## config.mk

```make
export PLATFORM = sky130hd
export DESIGN_NAME = param_updn_counter_flat
export DESIGN_NICKNAME = d
export VERILOG_FILES = /design/src/rtl/updn_pkg.sv /design/src/rtl/param_updn_counter_if.sv /design/src/rtl/updn_next.sv /design/src/rtl/param_updn_counter.sv /design/src/flat_wrapper.sv
export SDC_FILE = /design/constraint.sdc
export NUM_CORES = 1
export LEC_CHECK = 0
export ABC_AREA = 1
export CAP_MARGIN = 20
export CORE_AREA = 2 2 39 41
export CTS_BUF_LIST = sky130_fd_sc_hd__clkbuf_8
export DETAILED_ROUTE_END_ITERATION = 10
export DIE_AREA = 0 0 41 43
export GPL_ROUTABILITY_DRIVEN = 0
export HOLD_SLACK_MARGIN = 0.03
export PLACE_DENSITY_LB_ADDON = 0.1
export SETUP_SLACK_MARGIN = 0.15
export SYNTH_ARGS = -nofsm -noshare
export SYNTH_HDL_FRONTEND = slang
export SYNTH_SLANG_ARGS = --single-unit
```

## constraint.sdc

```tcl
create_clock -name clk -period 3.9 [get_ports clk]
set_input_delay 0.78 -clock clk [delete_from_list [all_inputs] [get_ports clk]]
set_output_delay 0.78 -clock clk [all_outputs]
set_load 0.05 [all_outputs]
```

## src/rtl/updn_pkg.sv

```systemverilog
// Shared constants for the up/down counter family.
// Latency: n/a (constants only).
// Backpressure: n/a.
//
// Direction encodings drive the ud input; mode encodings drive the sat input.
package updn_pkg;

    localparam logic UD_UP     = 1'b1;
    localparam logic UD_DOWN   = 1'b0;

    localparam logic MODE_WRAP = 1'b0;
    localparam logic MODE_SAT  = 1'b1;

endpackage

```

## src/rtl/param_updn_counter_if.sv

```systemverilog
// Control/status bundle of param_updn_counter.
// Latency: n/a (wires only).
// Backpressure: none; the counter samples en/ud/sat every clock.
//
// Signals: en (count enable), ud (1 = up), sat (1 = saturate, 0 = wrap),
//          load/d (parallel load, only with COUNTER_LOAD_EN defined),
//          q (count), tc (terminal count, combinational), co (carry/borrow pulse).
// master: the side driving the controls; slave: the counter itself.
interface param_updn_counter_if #(
    parameter int WIDTH = 4
);

    logic             en;
    logic             ud;
    logic             sat;
`ifdef COUNTER_LOAD_EN
    logic             load;
    logic [WIDTH-1:0] d;
`endif
    logic [WIDTH-1:0] q;
    logic             tc;
    logic             co;

`ifdef COUNTER_LOAD_EN
    modport master (output en, ud, sat, load, d, input q, tc, co);
    modport slave  (input en, ud, sat, load, d, output q, tc, co);
`else
    modport master (output en, ud, sat, input q, tc, co);
    modport slave  (input en, ud, sat, output q, tc, co);
`endif

endinterface

```

## src/rtl/updn_next.sv

```systemverilog
// Next-count and wrap-flag calculator for a 0..MAX up/down counter.
// Latency: purely combinational.
// Backpressure: none.
//
// Ports: q (current count, assumed within 0..MAX), ud (direction), sat (mode),
//        q_next (count after one step), wrap (this step crosses the boundary).
// At the boundary, saturate mode returns q unchanged and wrap stays low.
module updn_next
    import updn_pkg::*;
#(
    parameter int          WIDTH = 4,
    parameter int unsigned MAX   = (2 ** WIDTH) - 1
) (
    input  logic [WIDTH-1:0] q,
    input  logic             ud,
    input  logic             sat,
    output logic [WIDTH-1:0] q_next,
    output logic             wrap
);

    localparam logic [WIDTH-1:0] MAX_V = WIDTH'(MAX);

    always_comb begin
        q_next = q;
        wrap   = 1'b0;
        if (ud == UD_UP) begin
            // q never exceeds MAX, so "not MAX" means "below MAX" and +1 cannot overflow.
            if (q != MAX_V) begin
                q_next = q + WIDTH'(1);
            end else if (sat == MODE_WRAP) begin
                q_next = '0;
                wrap   = 1'b1;
            end
        end else begin
            if (q != '0) begin
                q_next = q - WIDTH'(1);
            end else if (sat == MODE_WRAP) begin
                q_next = MAX_V;
                wrap   = 1'b1;
            end
        end
    end

endmodule

```

## src/rtl/param_updn_counter.sv

```systemverilog
// Parametrised synchronous up/down counter, 0..MAX, wrap or saturate at the boundary.
// Latency: q and co update one clock after the controls are sampled; tc is combinational.
// Backpressure: none; en low simply holds the count.
//
// Ports: clk, reset (synchronous, active high), bus (param_updn_counter_if.slave).
// Optional feature macro: COUNTER_LOAD_EN adds bus.load/bus.d parallel load,
// which outranks counting; loaded values above MAX are clamped to MAX.
// Cascading: feed tc of one stage into en of the next, sharing ud/sat/clk.
module param_updn_counter
    import updn_pkg::*;
#(
    parameter int          WIDTH = 4,
    parameter int unsigned MAX   = (2 ** WIDTH) - 1
) (
    input  logic                 clk,
    input  logic                 reset,
    param_updn_counter_if.slave  bus
);

    localparam logic [WIDTH-1:0] MAX_V = WIDTH'(MAX);

    logic [WIDTH-1:0] q_r;
    logic [WIDTH-1:0] q_nxt;
    logic [WIDTH-1:0] cnt_nxt;
    logic             co_r;
    logic             co_nxt;
    logic             wrap;

    updn_next #(
        .WIDTH (WIDTH),
        .MAX   (MAX)
    ) u_next (
        .q      (q_r),
        .ud     (bus.ud),
        .sat    (bus.sat),
        .q_next (cnt_nxt),
        .wrap   (wrap)
    );

    // Priority mux below reset: load, then enable/count; co only pulses on a wrap.
    always_comb begin
        q_nxt  = q_r;
        co_nxt = 1'b0;
`ifdef COUNTER_LOAD_EN
        if (bus.load) begin
            q_nxt = (bus.d > MAX_V) ? MAX_V : bus.d;
        end else
`endif
        if (bus.en) begin
            q_nxt  = cnt_nxt;
            co_nxt = wrap;
        end
    end

    always_ff @(posedge clk) begin
        if (reset) begin
            q_r  <= '0;
            co_r <= 1'b0;
        end else begin
            q_r  <= q_nxt;
            co_r <= co_nxt;
        end
    end

    assign bus.q  = q_r;
    assign bus.co = co_r;
    assign bus.tc = bus.en & (((bus.ud == UD_UP)   && (q_r == MAX_V)) ||
                              ((bus.ud == UD_DOWN) && (q_r == '0)));

endmodule

```

## src/flat_wrapper.sv

```systemverilog
// flat-port wrapper written by rule: the top's interface ports become plain ports
module param_updn_counter_flat import updn_pkg::*;
#(
    parameter int          WIDTH = 4,
    parameter int unsigned MAX   = (2 ** WIDTH) - 1
)
  (clk, reset, bus_en, bus_ud, bus_sat, bus_q, bus_tc, bus_co);
  param_updn_counter_if #(.WIDTH(WIDTH)) bus_i ();
  input  logic clk;
  input  logic reset;
  input wire logic [$bits(bus_i.en)-1:0] bus_en;
  input wire logic [$bits(bus_i.ud)-1:0] bus_ud;
  input wire logic [$bits(bus_i.sat)-1:0] bus_sat;
  output wire logic [$bits(bus_i.q)-1:0] bus_q;
  output wire logic [$bits(bus_i.tc)-1:0] bus_tc;
  output wire logic [$bits(bus_i.co)-1:0] bus_co;
  assign bus_i.en = bus_en;
  assign bus_i.ud = bus_ud;
  assign bus_i.sat = bus_sat;
  assign bus_q = bus_i.q;
  assign bus_tc = bus_i.tc;
  assign bus_co = bus_i.co;
  param_updn_counter #(.WIDTH(WIDTH), .MAX(MAX)) u_core (.clk(clk), .reset(reset), .bus(bus_i));
endmodule
```

Word level (Yosys, flattened, before mapping). Cells that the tools add are included.

Bits in registers: 5. Word-level logic and storage cells: 27. Output and inout bits: 6. Input port bits: 5.

Bitwise logic cells: 3. Multiplexer cells: 9. Reduce and logical (&&, ||, !) cells: 7. $add $sub $neg: 2. Equality and inequality tests: 4.

Operator list (number): 2-to-1 mux 4 bit (5); != test 3 x 2 -> 1 bit, second input constant (2); adder 4 x 1 -> 4 bit, second input constant (1); equality test 4 bit, second input constant (1); zero test 4 bit (1); 2-to-1 mux 1 bit (4); != test 4 bit, second input constant (1); nonzero test 4 bit (1); subtractor 4 x 1 -> 4 bit, second input constant (1); AND reduction 3 bit (1); logical AND 1 bit (2); NOT 1 bit (2); OR reduction 2 bit (1); AND 1 bit (1); logical OR 1 bit (1).

Longest topological paths before layout. Gate-level depths: netlist of the first run.

Word-level depth: 4. Gate-level depth with buffers: 10. Depth with buffers taken out: 10.

Hierarchy. Synthesis of the first run repeated with hierarchy kept, for this count alone.

Cells, all modules: 89. Area, all modules: 496.7 um2.

By module, submodules not included: updn_next (cells each 58, instances 1, seq. area each 0.0 um2, area an instance 294.0 um2); param_updn_counter (cells each 31, instances 1, seq. area each 100.1 um2, area an instance 202.7 um2).

Least setup slack after synthesis of the first run. Ideal clock, no wire load.

Path kind: flip-flop to output port. From: register u_core.q_r[0] (netlist: u_core.bus.q[0]). To: output bus_tc. Required time: 3.120 ns. Stages on the path, launching flop included: 9. Path buffers: 0. Arrival time: 1.614 ns. Setup slack: 1.506 ns. Cells stage by stage: dfxtp_1 inv_1 ha_1 inv_1 nor2_1 nand2_1 nand2_2 nand2_1 inv_1.

Longest elaborated chain between the ends: 4. Elaborated cells between the ends (all ways): 6. Classes of those cells: 1 x eq/ne; 1 x bitwise; 4 x reduce/logical.

Ends and longest elaborated chain: start, declared (RTL line param_updn_counter.sv:22) `logic [WIDTH-1:0] q_r;`; start signal, assigned (RTL line param_updn_counter.sv:60) `q_r <= q_nxt;`; equality test 4 bit / zero test 4 bit (equally long branches) (RTL line param_updn_counter.sv:67, param_updn_counter.sv:68); logical AND 1 bit, on equally long branches (RTL line param_updn_counter.sv:67, param_updn_counter.sv:68); logical OR 1 bit * (RTL line param_updn_counter.sv:67) `assign bus.tc = bus.en & (((bus.ud == UD_UP) && (q_r == MAX_V)) ||`; AND 1 bit * (RTL line param_updn_counter.sv:67); end, declared (RTL line flat_wrapper.sv:15) `output wire logic [$bits(bus_i.tc)-1:0] bus_tc;`.

Every way passes the cells marked *; elsewhere a longest branch is shown, timed or not.

Final worst setup path of the first run.
From: input bus_ud. To: output bus_tc.

Longest elaborated chain between the ends: 4. Elaborated cells between the ends (all ways): 5. Classes of those cells: 2 x bitwise; 3 x reduce/logical.

Ends and longest elaborated chain: start, declared (RTL line flat_wrapper.sv:12) `input wire logic [$bits(bus_i.ud)-1:0] bus_ud;`; NOT 1 bit (RTL line param_updn_counter.sv:68) `((bus.ud == UD_DOWN) && (q_r == '0)));`; logical AND 1 bit (RTL line param_updn_counter.sv:68); logical OR 1 bit * (RTL line param_updn_counter.sv:67); AND 1 bit * (RTL line param_updn_counter.sv:67).

Marks and branches as above.

==> results.py, run 1 <==
metrics = {
    "status": {
        "outcome": "finished, final reports clean",
    },
    "setup_path": {
        "critPathKind": "input port to primary output",
        "endpoint_kind": "primary output",
        "crit_fanout": 8,
        "cp.arrival_ns": 2.61,
        "crit_path_start_kind": "input port",
        "required_ns": 3.12,
    },
    "yosys": {
        "synthAdderAreaFrac": 0.0565,
        "syn_area_um2": 443,
        "synth_compound_area_frac": 0.0339,
        "synthMuxAreaShare": 0,
        "synth_xor_area_frac": 0.0198,
        "synth-seq-cells": 5,
        "synth.distinct_cells": 14,
        "synthSimpleGateAreaFrac": 0.503,
        "yosysWarnings": 0,
        "ys_seq_area_frac": 0.226,
        "syn_nets": 83,
        "synthesis.instances": 76,
        "avgSynthCellArea_um2": 5.83,
        "synth_top_family_by_area": "simple AND/OR/NAND/NOR gates",
    },
    "grt": {
        "grt_use_met1": 0.178,
        "grt_overflow": 0,
        "grt_pass1_vias": 412,
        "antenna_found_initial": 0,
        "grt_util_met3": 0.0314,
        "grt_pass1_wl_mm": 1.62,
        "gr-usage-met2": 0.191,
        "busiest_layer": "met2",
        "grtUsageTotal": 0.141,
        "grt_start_max_net_pins": 10,
    },
    "sta": {
        "tightestPinTransition_ns": 0.498,
        "setup_viol": 0,
        "fin_crit_ns": 3.39,
        "post-route-period-util": 0.868,
        "slew_headroom": 0.667,
        "tns_ns": 0,
        "grt_setup_unrepaired": "no",
        "finClkSkew_ns": 0.00155,
        "hold_violations": 0,
        "fmax_mhz": 295,
        "drv_slew": 0,
    },
    "final_layout": {
        "finalNonFillerCells": 104,
        "antenna_cells": 0,
        "layout.nets": 96,
        "area_growth_pct": 32.2,
        "seq_area_um2": 100,
        "drive_gt1_frac": 0.148,
        "multi_input_area_um2": 272,
        "nFillCells": 152,
    },
    "clocking": {
        "clk_latency_ns": 0.22,
        "ctsHoldBuffers": 0,
        "cts_resized": 0,
        "clkTransAtPathRegs_ns": 0.03,
        "cts_sinks": 5,
        "cts_max_level": 1,
        "post_cts_buffers": 0,
        "cts_buffers": 3,
        "cts_tree": "yes",
        "cts.path.max_buffers": 2,
        "cts_root_buf": "clkbuf_8",
    },
    "place": {
        "numPortBuffers": 10,
        "dp.cells": 100,
        "dpl.hpwl_um": 759,
    },
    "routing": {
        "vias_per_cell": 4.42,
        "dr_total_vias": 460,
        "initialDrtViolationCount": 5,
        "firstDrtPassIters": 4,
        "drt.antenna.violating_nets": 0,
        "drc": 0,
        "wl_per_cell_um": 8.95,
        "drt-total-wl_um": 931,
    },
    "floorplanning": {
        "placementRows": 14,
        "die_w_um": 41,
        "core-area_um2": 1380,
        "io_pins": 11,
        "die_h_um": 43,
        "die-area_um2": 1760,
        "start_util": 0.320,
    },
    "job": {
        "maxCapViolations": 0,
    },
    "power": {
        "vdd_drop_max_mv": 0.263,
        "p_leak_nw": 0.306,
        "finalPower_mw": 0.240,
        "power.density_nw_per_um2": 410,
    },
    "worst_hold_path": {
        "holdCritPathClass": "flip-flop to flip-flop",
    },
}
## layout by cell type, fill, tap and decap left out
cell type and count:
nand2_1 28, inv_1 12, clkdlybuf4s50_1 10, nand3_1 8
nor2_1 5, dfxtp_1 5, nand2_2 4, nor2_2 3
a21oi_1 3, clkbuf_8 3, inv_2 2, ha_1 2
nor3_1 1, nand3_2 1, xnor2_1 1
## registers in the layout, indices dropped and copies added, names as in the netlist
| name | cells |
|---|---|
| u_core.bus.co | 1 |
| u_core.bus.q | 4 |
## synthesized netlist by cell type
| master | n | area share |
|---|---|---|
| inv_2 | 2 | 0.017 |
| nand2_1 | 28 | 0.24 |
| nand3_2 | 1 | 0.023 |
| buf_6 | 2 | 0.051 |
| xnor2_1 | 1 | 0.020 |
| nor2_2 | 3 | 0.042 |
| nand2_2 | 4 | 0.056 |
| ha_1 | 2 | 0.056 |
| nor3_1 | 1 | 0.011 |
| inv_1 | 11 | 0.093 |
| nor2_1 | 5 | 0.042 |
| dfxtp_1 | 5 | 0.23 |
| a21oi_1 | 3 | 0.034 |
| nand3_1 | 8 | 0.090 |
## per-layer routing
layer  wire, um  up-vias
met5          0        -
met4         33        0
met3         31        4
met1        445      198
li1           -      250
met2        421        8
## path summary, 6_finish.rpt
kind                            cells after the start  slack [ns]                         start                            to
worst max-delay path                                8        0.51                        bus_ud                        bus_tc
worst min-delay path                                2        0.57  u_core.bus.q[1]$_SDFFE_PP0P_  u_core.bus.q[1]$_SDFFE_PP0P_
worst max register to register                     10        2.38  u_core.bus.q[0]$_SDFFE_PP0P_  u_core.bus.q[3]$_SDFFE_PP0P_
worst min register to register                      2        0.57  u_core.bus.q[1]$_SDFFE_PP0P_  u_core.bus.q[1]$_SDFFE_PP0P_
## cells by family after synthesis
| group | after synthesis |
|---|---|
| XOR/XNOR | 1 |
| flip-flops | 5 |
| AO/OA/AOI/OAI | 3 |
| AND/OR/NAND/NOR | 50 |
| adder cells (fa/ha/maj) | 2 |
| buffers and inverters | 15 |
## worst max-delay path: stages
cell and delay, ns:
clkdlybuf4s50_1 0.62, nand2_1 0.11, inv_2 0.06, nand2_2 0.06, nand2_2 0.07, nand2_1 0.06
inv_1 0.05, clkdlybuf4s50_1 0.79
## where the power goes
part | leakage [nW] | internal (mW) | total (mW) | switching, mW
sequential | 0.0412 | 0.0564 | 0.0648 | 0.00841
combinational | 0.238 | 0.0310 | 0.0834 | 0.0524
clock | 0.0269 | 0.0674 | 0.0921 | 0.0247
## layout make-up
type,count,area share
Timing Repair Buffer,10,0.171
Clock buffer,3,0.0705
Clock inverter,1,0.00641
Multi-Input combinational cell,56,0.464
Tap cell,16,0.0342
Sequential cell,5,0.171
Inverter,13,0.0833
## per-stage QoR
step / util / setup WS (ns) / instance area [um^2] / hold WS (ns)
2_1_floorplan: - / 1.51 / 443 / 0.736
3_3_place_gp: 0.391 / 0.486 / 541 / 0.554
3_5_place_dp: 0.391 / 0.514 / 541 / 0.562
4_1_cts: 0.423 / 0.503 / 586 / 0.566
5_1_grt: 0.423 / 0.379 / 586 / 0.591
6_report: 0.423 / 0.513 / 586 / 0.565
Power figures use the tool's default switching activity.
==> run 2, diff against run 1 <==
--- a/config.mk
+++ b/config.mk
@@ -6,7 +6,7 @@
 export NUM_CORES = 1
 export LEC_CHECK = 0
 export ABC_AREA = 1
-export CAP_MARGIN = 20
+export CAP_MARGIN = 15
 export CORE_AREA = 2 2 39 41
 export CTS_BUF_LIST = sky130_fd_sc_hd__clkbuf_8
 export DETAILED_ROUTE_END_ITERATION = 10
==> results of run 2 <==
The final DEF is identical to that of run 1; final timing and power are the same.
==> run 3, diff against run 2 <==
--- a/config.mk
+++ b/config.mk
@@ -17,4 +17,5 @@
 export SETUP_SLACK_MARGIN = 0.15
 export SYNTH_ARGS = -nofsm -noshare
 export SYNTH_HDL_FRONTEND = slang
+export SYNTH_HIERARCHICAL = 1
 export SYNTH_SLANG_ARGS = --single-unit
==> results.py, run 3 <==
metrics = {
    "sta": {
        "hold_violations": 0,
        "tns_ns": 0,
        "fin_crit_ns": 3.27,
        "finClkSkew_ns": 0.00103,
        "slew_headroom": 0.620,
        "fmax_mhz": 306,
        "setup_viol": 0,
        "tightestPinTransition_ns": 0.570,
        "grt_setup_unrepaired": "no",
        "post-route-period-util": 0.838,
        "worst_slack_ns": 0.634,
        "drv_slew": 0,
    },
    "final_layout": {
        "drive_gt1_frac": 0.0588,
        "nFillCells": 151,
        "area_growth_pct": 30.5,
        "antenna_cells": 0,
        "mostFrequentLayoutCell": "nand2_1",
        "design_area_um2": 648,
        "layout.nets": 110,
        "largest_register_ffs": 4,
        "layout_common_cells": "nand2_1 (35), inv_1 (14), clkdlybuf4s50_1 (10)",
    },
    "clocking": {
        "clkTransAtPathRegs_ns": 0.03,
        "cts_root_buf": "clkbuf_8",
        "cts_buffers": 3,
        "cts_tree": "yes",
        "post_cts_buffers": 0,
        "cts.path.max_buffers": 2,
        "cts_sinks": 5,
        "ctsHoldBuffers": 0,
        "cts_max_level": 1,
        "clk_latency_ns": 0.22,
        "cts_resized": 0,
    },
    "power": {
        "vdd_drop_max_mv": 0.272,
        "p_leak_nw": 0.311,
        "power.density_nw_per_um2": 357,
    },
    "yosys": {
        "yosysTopAreaCell": "nand2_1",
        "synthSimpleGateAreaFrac": 0.542,
        "synth_top_family_by_area": "simple AND/OR/NAND/NOR gates",
        "synth.distinct_cells": 14,
        "synthesis.instances": 89,
        "synth-seq-cells": 5,
        "synthMuxAreaShare": 0,
        "async_flop_share": 0,
        "syn_area_um2": 497,
        "ys_top_cells_by_count": "nand2_1 (35), inv_1 (13), nand3_1 (9)",
        "synthAdderAreaFrac": 0.0504,
        "synth_top_cell_area_share": 0.264,
        "synth_compound_area_frac": 0.0806,
        "yosysMostFrequentCell": "nand2_1",
        "syn_nets": 96,
        "ys.flop_type": "dfxtp_1",
        "synth-edff-count": 0,
        "ys_seq_area_frac": 0.202,
        "avgSynthCellArea_um2": 5.58,
        "ys_top_cells_by_area": "nand2_1 (26%), dfxtp_1 (20%), inv_1 (9.8%)",
        "yosysWarnings": 6,
        "synth_xor_area_frac": 0,
    },
    "routing": {
        "vias_per_cell": 4.86,
        "drt-total-wl_mm": 1.15,
        "drc": 0,
        "firstDrtPassIters": 4,
        "initialDrtViolationCount": 7,
        "wl_per_cell_um": 9.77,
        "drt.antenna.violating_nets": 0,
        "dr_total_vias": 573,
    },
    "grt": {
        "grt_overflow": 0,
        "grt_pass1_vias": 471,
        "grtUsageTotal": 0.157,
        "grt_pass1_wl_mm": 1.83,
        "grt_start_max_net_pins": 14,
        "antenna_found_initial": 0,
    },
    "floorplanning": {
        "die_h_um": 43,
        "die-area_um2": 1760,
        "core-area_um2": 1380,
        "start_util": 0.359,
        "io_pins": 11,
        "placementRows": 14,
        "die_w_um": 41,
    },
    "place": {
        "numPortBuffers": 10,
        "dpl.hpwl_um": 850,
        "dp_slack_ns": 0.641,
        "place_area_um2": 603,
    },
    "worst_hold_path": {
        "holdCritPathClass": "flip-flop to flip-flop",
    },
    "setup_path": {
        "crit_fanout": 8,
        "max_stage_delay_ns": 0.80,
        "crit_path_start_kind": "input port",
        "required_ns": 3.12,
        "cp_num_buf_inv": 3,
        "cpLargestDelayFamily": "buffers and inverters",
        "endpoint_kind": "primary output",
        "critPathKind": "input port to primary output",
        "cp.arrival_ns": 2.49,
        "critPathSlowestCell": "clkdlybuf4s50_1",
        "path_cells": "clkdlybuf4s50_1, inv_1, nand2_1, nand2_1, nor2_1, clkdlybuf4s50_1",
    },
    "job": {
        "maxCapViolations": 0,
    },
    "status": {
        "outcome": "finished, final reports clean",
    },
}
run 3: final cells by class:
| class | instances | area (um^2) | share of cell area |
|---|---|---|---|
| clock buffers | 3 | 41.3 | 0.0637 |
| flip-flops and latches | 5 | 100 | 0.154 |
| multi-input cells | 70 | 334 | 0.515 |
| inverters | 13 | 48.8 | 0.0753 |
| clock inverters | 1 | 3.75 | 0.00579 |
| repair buffers | 10 | 100 | 0.154 |
| well taps | 16 | 20.0 | 0.0309 |
run 3: metrics by stage:
stage / util / power (mW) / hold slack [ns] / instances
after CTS: 0.468 / 0.235 / 0.614 / 118
final: 0.468 / 0.231 / 0.612 / 118
after floorplan: - / 0.119 / 0.713 / 89
after global placement: 0.436 / 0.142 / 0.609 / 114
after detailed placement: 0.436 / 0.142 / 0.613 / 114
after global routing: 0.468 / 0.246 / 0.641 / 118
run 3: per-layer routing:
| layer | share of wire | wire [um] | track usage | up-vias |
|---|---|---|---|---|
| met2 | 0.49 | 560 | 0.225 | 7 |
| li1 | - | - | - | 309 |
| met3 | 0.029 | 33 | 0.0314 | 2 |
| met1 | 0.47 | 543 | 0.193 | 255 |
| met4 | 0.013 | 15 | 0.120 | 0 |
| met5 | 0 | 0 | 0 | - |
run 3: where the power goes:
| part | switching [mW] | internal, mW | total, mW |
|---|---|---|---|
| registers | 0.0103 | 0.0551 | 0.0654 |
| logic | 0.0466 | 0.0286 | 0.0752 |
| clock network | 0.0234 | 0.0673 | 0.0907 |
run 3: kinds of logic (layout without fill, tap and decap cells):
logic type / count (synthesis) / count (layout)
compound gates: 8 / 8
buf+inv: 14 / 27
flops: 5 / 5
simple gates: 60 / 60
fa+ha+maj: 2 / 2
run 3: tightest hold or removal path, cell delays in order, from the launching register on:
cell,delay [ns]
dfxtp_1,0.40
nand2_1,0.11
a21oi_1,0.05
run 3: final timing paths:
path | startpoint | end | slack, ns | cells after the start
setup reg to reg | u_core/bus.q[0]$_SDFFE_PP0P_ | u_core/bus.q[2]$_SDFFE_PP0P_ | 2.18 | 10
hold reg to reg | u_core/bus.q[0]$_SDFFE_PP0P_ | u_core/bus.q[0]$_SDFFE_PP0P_ | 0.61 | 2
hold / removal | u_core/bus.q[0]$_SDFFE_PP0P_ | u_core/bus.q[0]$_SDFFE_PP0P_ | 0.61 | 2
setup / recovery | bus_ud | bus_tc | 0.63 | 6
